## src/rtl/param_updown_counter.sv

```systemverilog
// Parametrised up/down counter with modulus, wrap/saturate, sync load/clear,
// enable prescaler and a registered terminal-count pulse.
module param_updown_counter #(
    parameter int unsigned WIDTH     = 4,
    parameter int unsigned MAX_VAL   = 32'((64'd1 << WIDTH) - 64'd1),
    parameter int unsigned RESET_VAL = 0,
    parameter int unsigned PRESCALE  = 1,
    parameter bit          SATURATE  = 1'b0
) (
    input  logic             clk,
    input  logic             reset,
    input  logic             en,
    input  logic             mode,
    input  logic             clr,
    input  logic             load,
    input  logic [WIDTH-1:0] load_val,
    output logic [WIDTH-1:0] count,
    output logic             tc,
    output logic             at_max,
    output logic             at_min
);

    localparam int unsigned PW = (PRESCALE > 1) ? $clog2(PRESCALE) : 1;
    localparam logic [WIDTH-1:0] MAX_C    = WIDTH'(MAX_VAL);
    localparam logic [WIDTH-1:0] RESET_C  = WIDTH'(RESET_VAL);
    localparam logic [PW-1:0]    PRE_LAST = PW'(PRESCALE - 1);

    // Reject parameter sets that cannot describe a valid counter
    if (WIDTH < 1 || 64'(MAX_VAL) >= (64'd1 << WIDTH) ||
        RESET_VAL > MAX_VAL || PRESCALE < 1) begin : g_param_check
        $fatal(1, "param_updown_counter: illegal parameter combination");
    end

    logic [PW-1:0]    pre_cnt;
    logic [PW-1:0]    pre_nxt;
    logic [WIDTH-1:0] count_nxt;
    logic             tc_nxt;
    logic             step;

    // Next-state: clr > load > prescaled step > hold; tc only on a boundary step
    always_comb begin
        count_nxt = count;
        pre_nxt   = pre_cnt;
        tc_nxt    = 1'b0;
        step      = 1'b0;
        if (clr) begin
            count_nxt = RESET_C;
            pre_nxt   = '0;
        end else if (load) begin
            count_nxt = (load_val > MAX_C) ? MAX_C : load_val;
            pre_nxt   = '0;
        end else if (en) begin
            if (pre_cnt == PRE_LAST) begin
                pre_nxt = '0;
                step    = 1'b1;
            end else begin
                pre_nxt = pre_cnt + PW'(1);
            end
            if (step) begin
                if (!mode) begin
                    if (count == MAX_C) begin
                        tc_nxt    = 1'b1;
                        count_nxt = SATURATE ? MAX_C : '0;
                    end else begin
                        count_nxt = count + WIDTH'(1);
                    end
                end else begin
                    if (count == '0) begin
                        tc_nxt    = 1'b1;
                        count_nxt = SATURATE ? '0 : MAX_C;
                    end else begin
                        count_nxt = count - WIDTH'(1);
                    end
                end
            end
        end
    end

    // State registers with asynchronous active-low reset
    always_ff @(posedge clk or negedge reset) begin
        if (!reset) begin
            count   <= RESET_C;
            pre_cnt <= '0;
            tc      <= 1'b0;
        end else begin
            count   <= count_nxt;
            pre_cnt <= pre_nxt;
            tc      <= tc_nxt;
        end
    end

    // Bound flags decoded straight from the count register
    always_comb begin
        at_max = (count == MAX_C);
        at_min = (count == '0);
    end

endmodule

```

## config.mk

```make
export PLATFORM = sky130hd
export DESIGN_NAME = param_updown_counter
export DESIGN_NICKNAME = d
export VERILOG_FILES = /design/src/rtl/param_updown_counter.sv
export SDC_FILE = /design/constraint.sdc
export NUM_CORES = 1
export LEC_CHECK = 0
export CAP_MARGIN = 20
export CELL_PAD_IN_SITES_DETAIL_PLACEMENT = 1
export CELL_PAD_IN_SITES_GLOBAL_PLACEMENT = 2
export CORE_UTILIZATION = 21
export CTS_CLUSTER_SIZE = 8
export DETAILED_ROUTE_END_ITERATION = 7
export PLACE_DENSITY = 0.75
export SETUP_SLACK_MARGIN = 0.5
export SYNTH_ARGS = -nofsm -noshare
export SYNTH_HDL_FRONTEND = slang
export SYNTH_SLANG_ARGS = --single-unit
```

## constraint.sdc

```tcl
create_clock -name clk -period 2 [get_ports clk]
set_clock_uncertainty 0.05 [all_clocks]
set_input_delay 0.6 -clock clk [delete_from_list [all_inputs] [get_ports clk]]
set_output_delay 0.6 -clock clk [all_outputs]
set_load 0.01 [all_outputs]
```

# Word-level counts from Yosys, hierarchy flattened
# Index checks and enable logic that the tools add are counted.
# W data, S select, Z words.
[word_totals]
word_cells = 35
output_inout_bits = 7
ff_bits = 6
in_bits = 10
[classes]
muxes = 23
n_reduce_logical = 4
magnitude_cmp = 1
n_addsub = 3
eq_ne = 1
[ops]
columns = ["cell", "count"]
rows = [
  ["$mux W4", 8],
  ["$mux W1", 15],
  ["$reduce_bool A3 Y1", 2],
  ["$add A4 B1 Y4 const B", 1],
  ["$eq A4 B4 Y1 const B", 1],
  ["$gt A4 B4 Y1 const B", 1],
  ["$logic_not A4 Y1", 1],
  ["$sub A4 B1 Y4 const B", 1],
  ["$reduce_and A2 Y1", 1],
  ["$add A1 B1 Y1 const B", 1],
]

# Logic depth before layout (Yosys ltp)
# Gate-level depths: netlist of the first run.
[logic_depth]
word_depth = 8
depth_mapped = 6
ltp_nobuf = 6

# Worst setup path before layout of the first run
# No wires, ideal clock.
[synth_path]
path_kind = "register -> output"
start = "register count[0]"
end = "output at_min"
path_buffers = 0
t_required_ns = 1.350
path_stages_with_launch = 4
arrival_ns = 1.131
setup_slack_ns = 0.219
path_cell_list = "dfrtp_1 inv_1 ha_1 nor3b_1"
[synth_between]
elab_chain_len = 1
[synth_lines]
columns = ["item", "line", "source"]
rows = [
  ["start, declared", "17", "output logic [WIDTH-1:0] count,"],
  ["start signal, assigned", "86", "count <= count_nxt;"],
  ["$logic_not A4 Y1", "95", "at_min = (count == '0);"],
  ["end, declared", "20", "output logic at_min"],
]
# No other way between the ends.

# Final worst setup path of the first run
# Ends and elaborated chain as after synthesis.

==> summary.md, run 1 <==
| Metric | Value |
|---|---|
| Post-Syn Instances | between 40 and 50 |
| Reg clk slew, reported paths | 0.05 ns |
| Status | finished, final reports clean |
| GR Overflow Total | 0 |
| Vias in the first global route | 502 |
| Layout Nets | 96 |
| Final Hold Fails | 0 |
| Largest family of logic cells by synthesized area | compound AO/OA/AOI/OAI gates |
| Register Area | roughly 130 sq um |
| Syn_nets | 60 |
| Initial antenna violation count | 0 |
| RSZ-0062 raised after global routing | yes |
| DRC Markers | 0 |
| Starting density of the core | 22.6% |
| Drt wl/cell | between 10 and 15 microns |
| Final setup viols | 0 |
| CP endpoint kind | output port |
| Placement Setup Slack | -0.0268 ns |
| Max Buffers Root-to-Sink | 2 |
| Dpl cells | 98 |
| Asr flop ratio synth | 100% |
| Num CTS Buffers | 3 |
| Cell variety after synth | 22 |
| Global-route wire length before repair | 2270 microns |
| Routed Antenna Nets | 0 |
| Hold Path Class | input port to asynchronous set/reset pin |
| Clock Sinks | 5 |
| Initial DRT Pass Iterations | 4 |
| Post-route clock period utilization | 93.9% |
| Xor and xnor area share after synthesis | approximately 4.4% |
| Area Growth Syn to Fin | 105% |
| Pins Over Slew Limit | 0 |
| Standard-cell rows | 15 |
| Slack of the critical path | roughly 0.12 ns |
| Vert. Die Dim | 45.3 microns |
| H-tree Lvls | 1 |
| Mux contribution to synthesized area | 5.08% |
| Top-count cell post-synth | inv_1 |
| Total wire length | 1500 microns |
| Final GP Congestion | 0.692 |
| Die footprint | 2050 sq um |
| Critical Path RT | 1.35 ns |
| Synth Cell Area | 394 sq um |
| Multi-input gate area | 319 sq um |
| Antenna diode count | 0 |
| FILL cells | 210 |
| Vias per inst | 4.68 |
| Seq/Total Area, Yosys | 31.7% |
| Final Non-Filler Cells | 108 |
| Top FF cell, synth | dfrtp_1 |
| Count of input and output buffers | 16 |
| Synth area leader | dfrtp_1 |
| Core area | 1750 sq um |
| Slew Limit Headroom | 79.7% |
| Synth Warn # | 0 |
| Max rail drop VDD | 0.284 mV |
| Fmax | 0.533 GHz |
| Top Ports | 17 |
| Synth Area in Adders | 6.35% |
| Critical Path Source Type | flop |
| Hold_ws | 0.531 ns |
| Synth Area in Compound Gates | 22.2% |
| Syn avg cell area | 8.21 sq um |
| Slew at the pin closest to its max-slew limit | 0.304 ns |
| Synth cell count leaders | inv_1, dfrtp_1, nor2_1 |
| CP max FO | 4 |
| Skew-Pair Late Insertion Delay | 0.25 ns |
| Critical path data arrival time | 1.23 ns |
| Die Wd | 45.3 microns |
| DP Wirelength | around 1100 microns |
| Main area contributors after synthesis | dfrtp_1, ha_1, a211oi_1 |
| Area fraction of the dominant cell type after synthesis | 31.7% |
| Final min period | 1.88 ns |
| CTS tree | built |
| Post-Synth Simple-Gate Area | 20.0% |
| Largest net degree at the start of global routing | 9 |
| Kind of critical path | flop to output port |
| Lkg Pwr | about 0.36 nW |
| DR vias | 505 |
| Number of synthesized flops with an enable pin | 0 |
| Share of cells above drive strength 1 | about three fifths |
| Max-Cap Viols | 0 |
| Overall Global Routing Usage | approximately 16% |
| DRT iter0 DRCs | 1 |
| Pwr Density | 519 nW/um^2 |
| Clk root buf | clkbuf_4 |
| #FFs+latches synth | 5 |
-- per-stage QoR --
| step | total power [mW] | area (sq um) | setup TNS [ns] | utilization [%] |
|---|---|---|---|---|
| finish | 0.419 | 807 | 0 | 46.2 |
| floorplan | 0.186 | 423 | 0 | - |
| global route | 0.449 | 807 | 0 | 46.2 |
| CTS | 0.400 | 752 | 0 | 43.1 |
| detailed placement | 0.268 | 691 | -0.0268 | 39.6 |
| global placement | 0.266 | 691 | -0.0185 | 39.6 |
-- path summary, 6_finish.rpt --
check | start | to | slack, ns | cells past startpoint
worst min register to register | count[0] | count[0] | 0.67 | 2
min in group clk | count[0] | count[0] | 0.67 | 2
worst min-delay path | reset | tc | 0.53 | 1
worst max-delay path | count[0] | at_min | 0.12 | 4
worst max register to register | count[3] | count[3] | 0.36 | 5
max in group asynchronous | reset | count[1] | 1.15 | 1
-- cell usage in the layout, fill, tap and decap left out, drive strengths merged, types with 2 or more instances in the layout --
| master | instances |
|---|---|
| buf | 24 |
| ha | 2 |
| a21oi | 4 |
| nor3b | 2 |
| mux2i | 2 |
| nor3 | 3 |
| clkdlybuf4s50 | 6 |
| xnor2 | 2 |
| o21ai | 2 |
| nor2 | 5 |
| clkbuf | 5 |
| dfrtp | 5 |
| inv | 7 |
| dlygate4sd2 | 2 |
| a211oi | 3 |
-- critical path, stage by stage, from the launching register on --
cell and delay, ns:
dfrtp_2 0.43, inv_2 0.08, ha_4 0.13, nor3b_4 0.18
buf_2 0.16
-- area by class of cell --
class | instances | area share [%]
multi-input cells | 33 | 39.5
repair buffers | 34 | 34.0
flip-flops and latches | 5 | 16.1
well taps | 25 | 3.88
clock buffers | 4 | 3.26
inverters | 7 | 3.26
-- cells by family after synthesis --
| kind of cell | after synthesis |
|---|---|
| multiplexers | 2 |
| AND/OR/NAND/NOR | 14 |
| AO/OA/AOI/OAI | 13 |
| XOR/XNOR | 2 |
| buffers and inverters | 10 |
| flip-flops | 5 |
| adder cells (fa/ha/maj) | 2 |
-- where the power goes --
group	internal (mW)	total, mW	switching, mW
sequential	0.110	0.120	0.0105
combinational	0.0994	0.178	0.0785
clock	0.0757	0.121	0.0453
-- registers in the layout, indices dropped and copies added (netlist names) --
| signal | count |
|---|---|
| tc | 1 |
| count | 4 |
-- routing by layer --
metal / global-route usage, % / wire [microns] / up-vias
met5: 0 / 0 / -
met4: 3.64 / 0 / 0
met3: 6.40 / 75 / 0
met1: 18.9 / 651 / 244
met2: 27.5 / 775 / 18
li1: - / - / 243
-- repair_timing --
item,CTS,global route
setup endpoints to repair,11,11
pin swaps,4,6
gates cloned,0,0
hold endpoints to repair,0,0
gates resized for setup,34,14
buffers inserted,5,1
hold buffers,0,0
(Power assumes the default switching activity.)
==> run 2, diff against run 1 <==
--- a/config.mk
+++ b/config.mk
@@ -8,6 +8,7 @@
 export CAP_MARGIN = 20
 export CELL_PAD_IN_SITES_DETAIL_PLACEMENT = 1
 export CELL_PAD_IN_SITES_GLOBAL_PLACEMENT = 2
+export CORE_MARGIN = 2
 export CORE_UTILIZATION = 21
 export CTS_CLUSTER_SIZE = 8
 export DETAILED_ROUTE_END_ITERATION = 7
==> run 2 against run 1 <==
Against the previous run: sequential cell count did not move; register-to-register slack got worse by 0.11 ns; utilization decreased by 0.14 points; design area is 0.31% lower; critical path depth stayed put; final cell count up 2.8%; die area rose by 9.0%; global-route usage down 0.82 points; first-iteration DRC count rose to 5.0 times the previous value; combinational power increased by 3%; critical path type unchanged; largest cell class is now buffers; highest routed layer is now met4.
==> summary.md, run 2 (synthesis gave the netlist of run 1 again) <==
| Metric | Value |
|---|---|
| Reg-to-reg setup timing slack | 0.25 ns |
| Antenna diode count | 0 |
| Largest regs | count (4), tc (1) |
| Util after Layout | 46.1% |
| Most frequent cells in the layout | buf_4, buf_6, clkdlybuf4s50_1 |
| Overall Global Routing Usage | 15.3% |
| Max rail drop VDD | about 0.15 mV |
| Max-Cap Viols | 0 |
| Lkg Pwr | 0.370 nW |
| GR peak layer | met2 |
| H-tree Lvls | 1 |
| Area Growth Syn to Fin | 104% |
| Top Ports | 17 |
| Slew Limit Headroom | 79.3% |
| Clock Sinks | 5 |
| GR Overflow Total | 0 |
| Slew at the pin closest to its max-slew limit | approximately 0.31 ns |
| RSZ-0062 raised after global routing | yes |
| Largest net degree at the start of global routing | 9 |
| Final Hold Fails | 0 |
| Final min period | ~1.9 ns |
| CP endpoint kind | output port |
| Global-route wire length before repair | ~2300 microns |
| Placement Setup Slack | -0.0427 ns |
| Final setup viols | 0 |
| Critical Path RT | 1.35 ns |
| DRT iter0 DRCs | 5 |
| Reg clk slew, reported paths | 0.05 ns |
| Count of input and output buffers | 16 |
| Critical Path, Cell by Cell | inv_2 -> ha_4 -> nor3b_4 -> buf_2 |
| Routed Antenna Nets | 0 |
| Total wire length | 1510 microns |
| Commonest non-fill, non-tap cell in the layout | buf_4 |
| Standard-cell rows | 15 |
| Skew-Pair Late Insertion Delay | 0.25 ns |
| Top reg by flops | count |
| Die Wd | approximately 47 microns |
| Total power | about 0.42 mW |
| Hold Path Class | input port to asynchronous set/reset pin |
| Core area | roughly 1700 sq um |
| Status | finished, final reports clean |
| Worst-case reg-to-reg path depth | 7 |
| Vias per inst | 4.59 |
| Final GP Congestion | ~0.75 |
| Worst r2r src | count[0] |
| Met3 usage | 1.15% |
| Critical Path Source Type | flop |
| Met2 usage | between 20% and 30% |
| Vias in the first global route | just under 500 |
| Initial antenna violation count | 0 |
| Share of cells above drive strength 1 | 50.0% |
| Met1 GRT Util | between 20 and 25% |
| CP max FO | 3 |
| Kind of critical path | flop to output port |
| Starting density of the core | 22.6% |
| Die footprint | approximately 2200 sq um |
| Slowest CP cell | dfrtp_2 |
| Layout Nets | 99 |
| Critical path data arrival time | 1.22 ns |
| Pins Over Slew Limit | 0 |
| Fmax | ~0.54 GHz |
| Max Buffers Root-to-Sink | 2 |
| Critical Path Max Stage Delay | about 0.42 ns |
| Reg2reg end | count[3] |
| CTS tree | built |
| Max reg flops | 4 |
| Drt wl/cell | 13.6 microns |
| Clk root buf | clkbuf_4 |
| Placed Area | 691 sq um |
| Pwr Density | 522 nW/um^2 |
| Num CTS Buffers | 3 |
| DRC Markers | 0 |
| Slack of the critical path | 0.132 ns |
| Initial DRT Pass Iterations | 2 |
| Post-route clock period utilization | 93.4% |
| Design area | 805 sq um |
| Final setup TNS | 0 ns |
| DR vias | slightly above 500 |
| Vert. Die Dim | ~47 microns |
| DP Wirelength | 1100 microns |
## run 2: per-layer routing
metal / routed length, microns / up-vias / part of all wire [%]
met5: 0 / - / 0
met4: 19 / 0 / 1.3
met1: 676 / 246 / 45
met3: 35 / 2 / 2.3
met2: 781 / 11 / 52
li1: - / 250 / -
## run 2: power breakdown
| group | internal, mW | switching, mW |
|---|---|---|
| Sequential | 0.109 | 0.00575 |
| Clock | 0.0758 | 0.0466 |
| Combinational | 0.103 | 0.0794 |
| Total | 0.288 | 0.132 |
## run 2: worst max path at each step
| stage | to | from | depth (start not counted) | slack (ns) |
|---|---|---|---|---|
| floorplan | at_min | count[0] | 3 | 0.46 |
| global placement | at_min | count[1] | 4 | -0.0003 |
| detailed placement | count[0] | mode | 5 | -0.04 |
| CTS | at_max | count[0] | 3 | 0.14 |
| global route | at_min | count[1] | 4 | 0.07 |
| finish | at_min | count[1] | 4 | 0.13 |
## run 2: cell type report
type,count,area [sq um]
clock buffer,4,26.3
fill,212,941
inverter,7,26.3
multi-input combinational,33,282
sequential,5,128
tap,25,31.3
timing repair buffer,37,312
## run 2: per-stage QoR
step                hold slack [ns]  instances
floorplan                     0.254         48
global placement              0.727         98
detailed placement            0.725         98
CTS                           0.534        109
global route                  0.541        111
finish                        0.522        111
## run 2: worst max-delay path, delay by kind of cell, from the launching register on
family	cells	cell delay, ns
flops	1	0.42
fa+ha+maj	1	0.13
simple gates	1	0.17
buf+inv	2	0.24
## run 2: what timing repair did
action                     in CTS  in global routing
resized for setup              36                  5
hold buffers                    0                  0
setup buffers                   7                  2
setup endpoints to repair      12                 11
pin swaps                       3                  6
==> run 3, diff against run 2 <==
--- a/config.mk
+++ b/config.mk
@@ -5,7 +5,6 @@
 export SDC_FILE = /design/constraint.sdc
 export NUM_CORES = 1
 export LEC_CHECK = 0
-export CAP_MARGIN = 20
 export CELL_PAD_IN_SITES_DETAIL_PLACEMENT = 1
 export CELL_PAD_IN_SITES_GLOBAL_PLACEMENT = 2
 export CORE_MARGIN = 2
==> results of run 3 <==
Same layout as run 2: the final DEF is identical, and so are final timing and power.
